`config.mk`:
```
export PLATFORM = sky130hd
export DESIGN_NAME = ups_pulse_gen_flat
export DESIGN_NICKNAME = d
export VERILOG_FILES = /design/src/rtl/ups_pulse_gen_if.sv /design/src/rtl/ups_pulse_gen.sv /design/src/flat_wrapper.sv
export SDC_FILE = /design/constraint.sdc
export NUM_CORES = 1
export LEC_CHECK = 0
export BUFFER_PORTS_ARGS = -buffer_cell sky130_fd_sc_hd__buf_2
export CAP_MARGIN = 40
export CORE_AREA = 10 10 213 215
export DETAILED_ROUTE_END_ITERATION = 6
export DIE_AREA = 0 0 223 225
export PLACE_DENSITY = 0.58
export SYNTH_ARGS = -nofsm -noshare
export SYNTH_HDL_FRONTEND = slang
export SYNTH_SLANG_ARGS = --single-unit
```
`constraint.sdc`:
```
create_clock -name clk -period 4.2 [get_ports clk]
set_input_delay 0.84 -clock clk [delete_from_list [all_inputs] [get_ports clk]]
set_output_delay 0.84 -clock clk [all_outputs]
set_load 0.01 [all_outputs]
```
`src/rtl/ups_pulse_gen_if.sv`:
```
// ups_pulse_gen_if
//   Connection between the UPS register bank and the pulse generator.
//   master : register bank side (drives data/dv, observes pulse/status)
//   slave  : pulse generator side
//   Signals:
//     data      [DW][32]  register-bank contents
//     dv        [DW]      one-cycle write strobes, one per register
//     pulse_out           generated pulse
//     busy                sequence running
//     status    [32]      status word
//     irq                 event interrupt (only with UPS_PGEN_IRQ_EN)
interface ups_pulse_gen_if #(
  parameter int unsigned DW = 16
);
  logic [DW-1:0][31:0] data;
  logic [DW-1:0]       dv;
  logic                pulse_out;
  logic                busy;
  logic [31:0]         status;
`ifdef UPS_PGEN_IRQ_EN
  logic                irq;

  modport master (output data, dv, input pulse_out, busy, status, irq);
  modport slave  (input data, dv, output pulse_out, busy, status, irq);
`else
  modport master (output data, dv, input pulse_out, busy, status);
  modport slave  (input data, dv, output pulse_out, busy, status);
`endif
endinterface

```
`src/rtl/ups_pulse_gen.sv`:
```
// ups_pulse_gen
//   Pulse-train generator fed by the UPS register bank. A CTRL write with
//   START latches DELAY/HIGH/LOW/COUNT/CONT and runs
//   IDLE -> DELAY -> HIGH -> LOW -> HIGH ... -> DONE -> IDLE on pulse_out.
//   Registers: CTRL=BASE, DELAY=BASE+1, HIGH=BASE+2, LOW=BASE+3, COUNT=BASE+4.
//   CTRL bits: [0] START, [1] CONT, [2] ABORT (ABORT wins over START).
//   Ports:
//     clk    system clock
//     rst_n  asynchronous active-low reset
//     bus    ups_pulse_gen_if.slave (data/dv in; pulse_out/busy/status[/irq] out)
//   status: [0] busy [1] done [2] aborted [3] overrun [4] zero_err
//           [15:5] 0 [31:16] pulses emitted (saturating).
//   Optional feature macro: UPS_PGEN_IRQ_EN adds a one-cycle irq on entering
//   DONE, on abort of a busy sequence and on zero_err.
module ups_pulse_gen #(
  parameter int unsigned DW   = 16,
  parameter int unsigned BASE = 0,
  parameter int unsigned CW   = 32
) (
  input logic           clk,
  input logic           rst_n,
  ups_pulse_gen_if.slave bus
);
  localparam int unsigned IDX_DELAY = BASE + 1;
  localparam int unsigned IDX_HIGH  = BASE + 2;
  localparam int unsigned IDX_LOW   = BASE + 3;
  localparam int unsigned IDX_COUNT = BASE + 4;
  localparam logic [CW-1:0] ONE = 1;

  typedef enum logic [2:0] {S_IDLE, S_DELAY, S_HIGH, S_LOW, S_DONE} state_t;

  logic [DW-1:0][31:0] data_w;
  logic [DW-1:0]       dv_w;
  logic                unused_bits;
  logic                cmd_start, cmd_abort, cont_w;
  logic [CW-1:0]       delay_w, high_w, low_w, count_w;

  state_t        state_q;
  logic [CW-1:0] tmr_q, rem_q, high_s_q, low_s_q;
  logic          cont_s_q;
  logic [15:0]   pcnt_q;
  logic          pulse_q, busy_q, done_q, abt_q, ovr_q, zero_q;
`ifdef UPS_PGEN_IRQ_EN
  logic          irq_q;
`endif

  assign data_w      = bus.data;
  assign dv_w        = bus.dv;
  assign unused_bits = ^{data_w, dv_w};

  always_comb begin
    cmd_abort = dv_w[BASE] & data_w[BASE][2];
    cmd_start = dv_w[BASE] & data_w[BASE][0] & ~data_w[BASE][2];
    cont_w    = data_w[BASE][1];
    delay_w   = data_w[IDX_DELAY][CW-1:0];
    high_w    = data_w[IDX_HIGH][CW-1:0];
    low_w     = data_w[IDX_LOW][CW-1:0];
    count_w   = data_w[IDX_COUNT][CW-1:0];
  end

  // Timer reload for a phase lasting max(x,1) cycles.
  function automatic logic [CW-1:0] ld1(input logic [CW-1:0] x);
    return (x == '0) ? '0 : x - ONE;
  endfunction

  always_ff @(posedge clk or negedge rst_n) begin
    if (!rst_n) begin
      state_q  <= S_IDLE;
      tmr_q    <= '0;
      rem_q    <= '0;
      high_s_q <= '0;
      low_s_q  <= '0;
      cont_s_q <= 1'b0;
      pcnt_q   <= '0;
      pulse_q  <= 1'b0;
      busy_q   <= 1'b0;
      done_q   <= 1'b0;
      abt_q    <= 1'b0;
      ovr_q    <= 1'b0;
      zero_q   <= 1'b0;
`ifdef UPS_PGEN_IRQ_EN
      irq_q    <= 1'b0;
`endif
    end else begin
`ifdef UPS_PGEN_IRQ_EN
      irq_q <= 1'b0;
`endif
      if (cmd_abort && state_q != S_IDLE) begin
        state_q <= S_IDLE;
        pulse_q <= 1'b0;
        busy_q  <= 1'b0;
        abt_q   <= 1'b1;
`ifdef UPS_PGEN_IRQ_EN
        irq_q   <= 1'b1;
`endif
      end else begin
        if (cmd_start && state_q != S_IDLE) ovr_q <= 1'b1;
        case (state_q)
          S_IDLE: begin
            if (cmd_start) begin
              done_q   <= 1'b0;
              abt_q    <= 1'b0;
              ovr_q    <= 1'b0;
              zero_q   <= 1'b0;
              pcnt_q   <= '0;
              high_s_q <= high_w;
              low_s_q  <= low_w;
              cont_s_q <= cont_w;
              rem_q    <= count_w;
              if (count_w == '0 && !cont_w) begin
                zero_q <= 1'b1;
`ifdef UPS_PGEN_IRQ_EN
                irq_q  <= 1'b1;
`endif
              end else if (delay_w != '0) begin
                state_q <= S_DELAY;
                busy_q  <= 1'b1;
                tmr_q   <= delay_w - ONE;
              end else begin
                state_q <= S_HIGH;
                busy_q  <= 1'b1;
                pulse_q <= 1'b1;
                tmr_q   <= ld1(high_w);
              end
            end
          end
          S_DELAY: begin
            if (tmr_q == '0) begin
              state_q <= S_HIGH;
              pulse_q <= 1'b1;
              tmr_q   <= ld1(high_s_q);
            end else begin
              tmr_q <= tmr_q - ONE;
            end
          end
          S_HIGH: begin
            if (tmr_q == '0) begin
              pulse_q <= 1'b0;
              if (pcnt_q != 16'hFFFF) pcnt_q <= pcnt_q + 16'd1;
              // rem_q holds pulses still owed; the last pulse goes straight
              // to DONE so no trailing LOW phase is emitted.
              if (!cont_s_q && rem_q == ONE) begin
                state_q <= S_DONE;
                done_q  <= 1'b1;
`ifdef UPS_PGEN_IRQ_EN
                irq_q   <= 1'b1;
`endif
              end else begin
                state_q <= S_LOW;
                tmr_q   <= ld1(low_s_q);
                if (!cont_s_q) rem_q <= rem_q - ONE;
              end
            end else begin
              tmr_q <= tmr_q - ONE;
            end
          end
          S_LOW: begin
            if (tmr_q == '0) begin
              state_q <= S_HIGH;
              pulse_q <= 1'b1;
              tmr_q   <= ld1(high_s_q);
            end else begin
              tmr_q <= tmr_q - ONE;
            end
          end
          S_DONE: begin
            state_q <= S_IDLE;
            busy_q  <= 1'b0;
          end
          default: begin
            state_q <= S_IDLE;
            busy_q  <= 1'b0;
            pulse_q <= 1'b0;
          end
        endcase
      end
    end
  end

  assign bus.pulse_out = pulse_q;
  assign bus.busy      = busy_q;
  assign bus.status    = {pcnt_q, 11'd0, zero_q, ovr_q, abt_q, done_q, busy_q};
`ifdef UPS_PGEN_IRQ_EN
  assign bus.irq       = irq_q;
`endif

endmodule
```
`src/flat_wrapper.sv`:
```
// flat-port wrapper written by rule: the top's interface ports become plain ports
module ups_pulse_gen_flat 
#(
  parameter int unsigned DW   = 16,
  parameter int unsigned BASE = 0,
  parameter int unsigned CW   = 32
)
  (clk, rst_n, bus_data, bus_dv, bus_pulse_out, bus_busy, bus_status);
  ups_pulse_gen_if #(.DW(DW)) bus_i ();
  input logic clk;
  input logic rst_n;
  input wire logic [$bits(bus_i.data)-1:0] bus_data;
  input wire logic [$bits(bus_i.dv)-1:0] bus_dv;
  output wire logic [$bits(bus_i.pulse_out)-1:0] bus_pulse_out;
  output wire logic [$bits(bus_i.busy)-1:0] bus_busy;
  output wire logic [$bits(bus_i.status)-1:0] bus_status;
  assign bus_i.data = bus_data;
  assign bus_i.dv = bus_dv;
  assign bus_pulse_out = bus_i.pulse_out;
  assign bus_busy = bus_i.busy;
  assign bus_status = bus_i.status;
  ups_pulse_gen #(.DW(DW), .BASE(BASE), .CW(CW)) u_core (.clk(clk), .rst_n(rst_n), .bus(bus_i));
endmodule
```
Word-level counts from Yosys, hierarchy flattened
Cells that the tools add are included.
{ "op_classes": {"mux": 48, "n_bitwise": 5, "reduce_logical": 29, "n_addsub": 7, "eq_ne": 21} }
{ "op_table": {"columns": ["op", "count"], "rows": [
  ["$mux 32", 13],
  ["$sub 32x1->32 const B", 6],
  ["$logic_not 32->1", 5],
  ["$pmux 32 s3", 1],
  ["$pmux 32 s2", 1],
  ["$mux 16", 3],
  ["$eq 32x1->1 const B", 1],
  ["$pmux 16 s2", 1],
  ["$reduce_bool 32->1", 1],
  ["$mux 1", 18],
  ["$mux 3", 6],
  ["$add 16x1->16 const B", 1],
  ["$ne 16x16->1 const B", 1],
  ["$reduce_and 5->1", 3],
  ["$ne 2x1->1 const B", 6],
  ["$reduce_and 6->1", 2],
  ["$ne 3x1->1 const B", 3],
  ["$pmux 3 s3", 1],
  ["$eq 3x2->1 const B", 2],
  ["$ne 2x2->1 const B", 3],
  ["$ne 3x2->1 const B", 2],
  ["$reduce_and 3->1", 2],
  ["$reduce_bool 2->1", 3],
  ["$reduce_bool 3->1", 2],
  ["other kinds (15)", 23]
]} }
{ "totals": {"out_inout_bits": 34, "reg_bits": 154, "elab_cells": 123} }

Logic depth before layout (Yosys ltp)
{ "depth": {"depth_word": 6, "ltp_mapped": 11, "mapped_depth_nobuf": 9} }

Worst setup path before layout
Ideal clock, no wire load.
{ "synth_timing": {"path_type": "input to register", "start": "in bus_dv[0]", "end": "reg u_core.pcnt_q[10]", "arrival_time_ns": 3.073, "t_required_ns": 4.068, "cell_stages": 9, "setup_slack_ns": 0.995, "path_cell_list": "and2_1 -> clkbuf_1 -> or4_1 -> clkbuf_1 -> nor2_1 -> clkbuf_1 -> buf_1 -> buf_1 -> nor2_1"} }
{ "synth_via": {"elab_chain_cells": 4, "elab_cells_between_ends": 7} }
{ "synth_rtl": {"columns": ["item", "line", "text"], "rows": [
  ["from (decl)", "flat_wrapper.sv:13", "input wire logic [$bits(bus_i.dv)-1:0] bus_dv;"],
  ["$and 1x1->1, on equally long branches", "ups_pulse_gen.sv:53, ups_pulse_gen.sv:52", null],
  ["$and 1x1->1 or $logic_and 1x1->1 (tied branches)", "ups_pulse_gen.sv:53, ups_pulse_gen.sv:88", null],
  ["$ne 2x1->1 (no line) or $not 1->1 (tied branches)", null, null],
  ["$reduce_and 5->1 (no line) *", null, null],
  ["to (signal assigned)", "ups_pulse_gen.sv:139", "if (pcnt_q != 16'hFFFF) pcnt_q <= pcnt_q + 16'd1;"],
  ["to (decl)", "ups_pulse_gen.sv:41", "logic [15:0] pcnt_q;"]
]} }
Mark *: on every way between the ends. The rest lies on a longest branch, timed or not.
A chain may end at the register's enable or synchronous reset.

Final worst setup path
{ "layout_timing": {"start": "reg u_core.tmr_q[14]", "end": "reg u_core.tmr_q[10]"} }
{ "layout_via": {"elab_chain_cells": 3, "elab_cells_between_ends": 6} }
{ "layout_rtl": {"columns": ["item", "line", "text"], "rows": [
  ["from (decl)", "ups_pulse_gen.sv:39", "logic [CW-1:0] tmr_q, rem_q, high_s_q, low_s_q;"],
  ["from (signal assigned)", "ups_pulse_gen.sv:118", "tmr_q <= delay_w - ONE;"],
  ["from (signal assigned)", "ups_pulse_gen.sv:123", "tmr_q <= ld1(high_w);"],
  ["from (signal assigned)", "ups_pulse_gen.sv:131", "tmr_q <= ld1(high_s_q);"],
  ["$logic_not 32->1 *", "ups_pulse_gen.sv:128, ups_pulse_gen.sv:137, ups_pulse_gen.sv:158", null],
  ["$ne 3x3->1 (no line) (tied with other cells)", null, null],
  ["$reduce_and 5->1 (no line) or $pmux 32 s3 (tied branches)", null, null]
]} }
Marks and branches as above.

==> impl_metrics.py <==
metrics = {
    "worst_setup_path": {
        "critPathMaxFanout": 39,
        "crit_chain": "or4_1 -> or4_1 -> buf_4 -> nor4_4 -> nand3_1 -> nand2_1 -> buf_4 -> nor2_1 -> a221o_1",
        "crit_required_ns": 4.53,
        "end_kind": "flop",
        "cp.arrival_ns": 3.98,
        "crit_path_top_delay_cell": "or4_1",
        "path_delay_family": "simple AND/OR/NAND/NOR gates",
        "critPathBufInv": 2,
        "r2r_cells": 9,
        "reg2reg_setup_slack_ns": 0.55,
        "setup.worst_path.start_class": "flop",
        "reg2reg_from": "u_core.tmr_q[14]",
        "rr_endpoint": "u_core.tmr_q[10]",
        "critPathMaxStageDelay_ns": 0.70,
        "path_class": "flop to flop",
    },
    "route": {
        "via_per_inst": 5.547,
        "drt-initial-drc-count": 995,
        "wl_per_cell_um": 20.16,
        "vias": 11199,
        "wl_um": 40700,
        "drc": 0,
        "ant_nets": 0,
        "dr.pass1.iters": 5,
    },
    "timing": {
        "max_slew.worst_pin.slew_ns": 0.9992,
        "max_freq_mhz": 274.2,
        "setup_viol": 0,
        "finClkSkew_ns": 0.01510,
        "fin_ws_ns": 0.5536,
        "slew_viol_final": 0,
        "rsz0062_at_grt": "false",
        "fin_crit_ns": 3.646,
        "relSlewSlack": 0.3167,
        "period_share": 0.8682,
        "hold_viol": 0,
        "setup_tns_ns": 0,
    },
    "clock_tree": {
        "clockBufferDepth": 2,
        "cts-buffers-inserted": 17,
        "clkTransAtPathRegs_ns": 0.07,
        "cts_tree": "built",
        "h-tree-depth": 4,
        "cts_sinks": 154,
        "cts_resized": 0,
        "clock_tree.root_cell": "clkbuf_16",
        "cts_setup_buffers": 0,
        "ctsHoldBuffers": 0,
        "clk_latency_ns": 0.45,
    },
    "synthesis": {
        "seq_area_frac_synth": 0.3447,
        "ys_seq_elements": 154,
        "syn_avg_cell_area_um2": 8.540,
        "yosysUniqueCellTypes": 70,
        "syn_inst": 1309,
        "ys.flop_type": "dfrtp_1",
        "synthArstFlopShare": 1.000,
        "ys_warn_count": 0,
        "syn-cell-area_mm2": 0.01118,
        "synth_edf_count": 0,
    },
    "global_route": {
        "grt_overflow_total": 0,
        "antenna_found_initial": 2,
        "grt_max_degree": 82,
        "grt_use_total": 0.1583,
        "grt_pass1_vias": 11036,
        "grt_pass1_wl_um": 63800,
    },
    "placed_design": {
        "post-dp-hpwl_um": 31740,
        "portBuffers": 156,
        "pre_cts_slack_ns": 0.5966,
        "place.gp.congestion": 0.9398,
    },
    "job": {
        "maxCapViolCount": 0,
    },
    "cells_and_area": {
        "fillers": 4377,
        "layout_common_cells": "155 x buf_2, 154 x dfrtp_1, 142 x nor2_1",
        "layout.nets": 2008,
        "final_common_cell": "buf_2",
        "area_growth_pct": 18.86,
        "diodes": 0,
        "post-route-util": 0.3211,
        "drive_above_1_share": 0.2209,
    },
    "floorplan": {
        "num_rows": 75,
        "die_w_um": 223,
        "dieHeight_um": 225,
        "io-pin-count": 564,
        "die_area_mm2": 0.05018,
        "start_util": 0.2701,
        "core_area_mm2": 0.04138,
    },
    "worst_hold_path": {
        "hold_class": "input port to asynchronous set/reset pin",
    },
    "pwr": {
        "p_leak_nw": 5.081,
        "finalPower_mw": 8.246,
        "ir_worst_vdd_mv": 0.2699,
        "power_density_mw_per_mm2": 620.6,
    },
    "run_status": {
        "status": "finished, final reports clean",
    },
}
-- state kept, by name (all words and copies together) (netlist names), 3 cells and up, named ones only --
register,count
u_core.low_s_q,32
u_core.high_s_q,32
u_core.pcnt_q,16
u_core.state_q,3
u_core.rem_q,32
u_core.tmr_q,32
-- synthesized netlist by cell type (25+ instances only) --
cell type / n / area [um^2]
clkbuf_1: 43 / 161.4
nand3_1: 34 / 170.2
xnor2_1: 71 / 621.9
nor3_1: 77 / 385.4
nand2_1: 80 / 300.3
dfrtp_1: 154 / 3854
o21ai_1: 26 / 130.1
nor4_1: 75 / 469.2
mux2_2: 65 / 732.0
o22ai_1: 25 / 156.4
or3_1: 28 / 175.2
a21oi_1: 65 / 325.3
xor2_1: 55 / 481.7
o21ai_0: 47 / 235.2
nor2_1: 143 / 536.8
-- logic make-up after synthesis --
logic type                 share of synthesized area
buffers and inverters                        0.04354
and+or+nand+nor                               0.2579
AOI/OAI and AO/OA                             0.1744
adders and majority gates                    0.01231
DFF                                           0.3447
other                                      0.0003354
muxes                                        0.06816
xor gates and xnor gates                     0.09871
-- layout make-up --
type	instances	area, um^2	share of cell area
clock buffer	18	429.2	0.03230
clock inverter	14	133.9	0.01008
inverter	21	78.83	0.005932
multi-input combinational	1064	6892	0.5186
sequential	154	3854	0.2900
tap	539	674.4	0.05075
timing repair buffer	209	1226	0.09228
-- power breakdown --
group | internal, mW | switching (mW) | total, mW
logic | 1.60 | 2.12 | 3.72
registers | 2.16 | 0.852 | 3.01
clock network | 0.783 | 0.735 | 1.52
total | 4.54 | 3.70 | 8.25
-- metrics by stage --
step | instance area, um^2 | hold slack, ns | instances
3_5_place_dp | 12720 | 0.4851 | 1987
2_1_floorplan | 11220 | 0.4570 | 1319
3_3_place_gp | 12710 | 0.4799 | 1985
6_report | 13290 | 0.4594 | 2019
5_1_grt | 13290 | 0.5061 | 2019
4_1_cts | 13290 | 0.4793 | 2019
-- routing by layer --
metal,track usage,wire length [um]
met1,0.2012,17780
met2,0.2470,18270
met3,0.04215,2885
met4,0.06997,1746
met5,0,23
-- worst max path at each step --
| stage | from | end | slack [ns] | depth (start not counted) |
|---|---|---|---|---|
| floorplan | bus_dv[0] | u_core.pcnt_q[10] | 1.0 | 9 |
| global placement | bus_data[56] | u_core.tmr_q[31] | 0.61 | 8 |
| detailed placement | u_core.tmr_q[14] | u_core.tmr_q[9] | 0.60 | 9 |
| CTS | u_core.tmr_q[14] | u_core.tmr_q[10] | 0.59 | 9 |
| global route | u_core.tmr_q[14] | u_core.tmr_q[10] | 0.42 | 9 |
| finish | u_core.tmr_q[14] | u_core.tmr_q[10] | 0.55 | 9 |
-- worst reg2reg max path: stages, from the launching register on --
cell and delay (ns):
dfrtp_1 0.44, or4_1 0.70, or4_1 0.57, buf_4 0.20, nor4_4 0.38, nand3_1 0.22, nand2_1 0.12, buf_4 0.38
nor2_1 0.17, a221o_1 0.35
No activity file was read; power rests on OpenSTA's default activity.
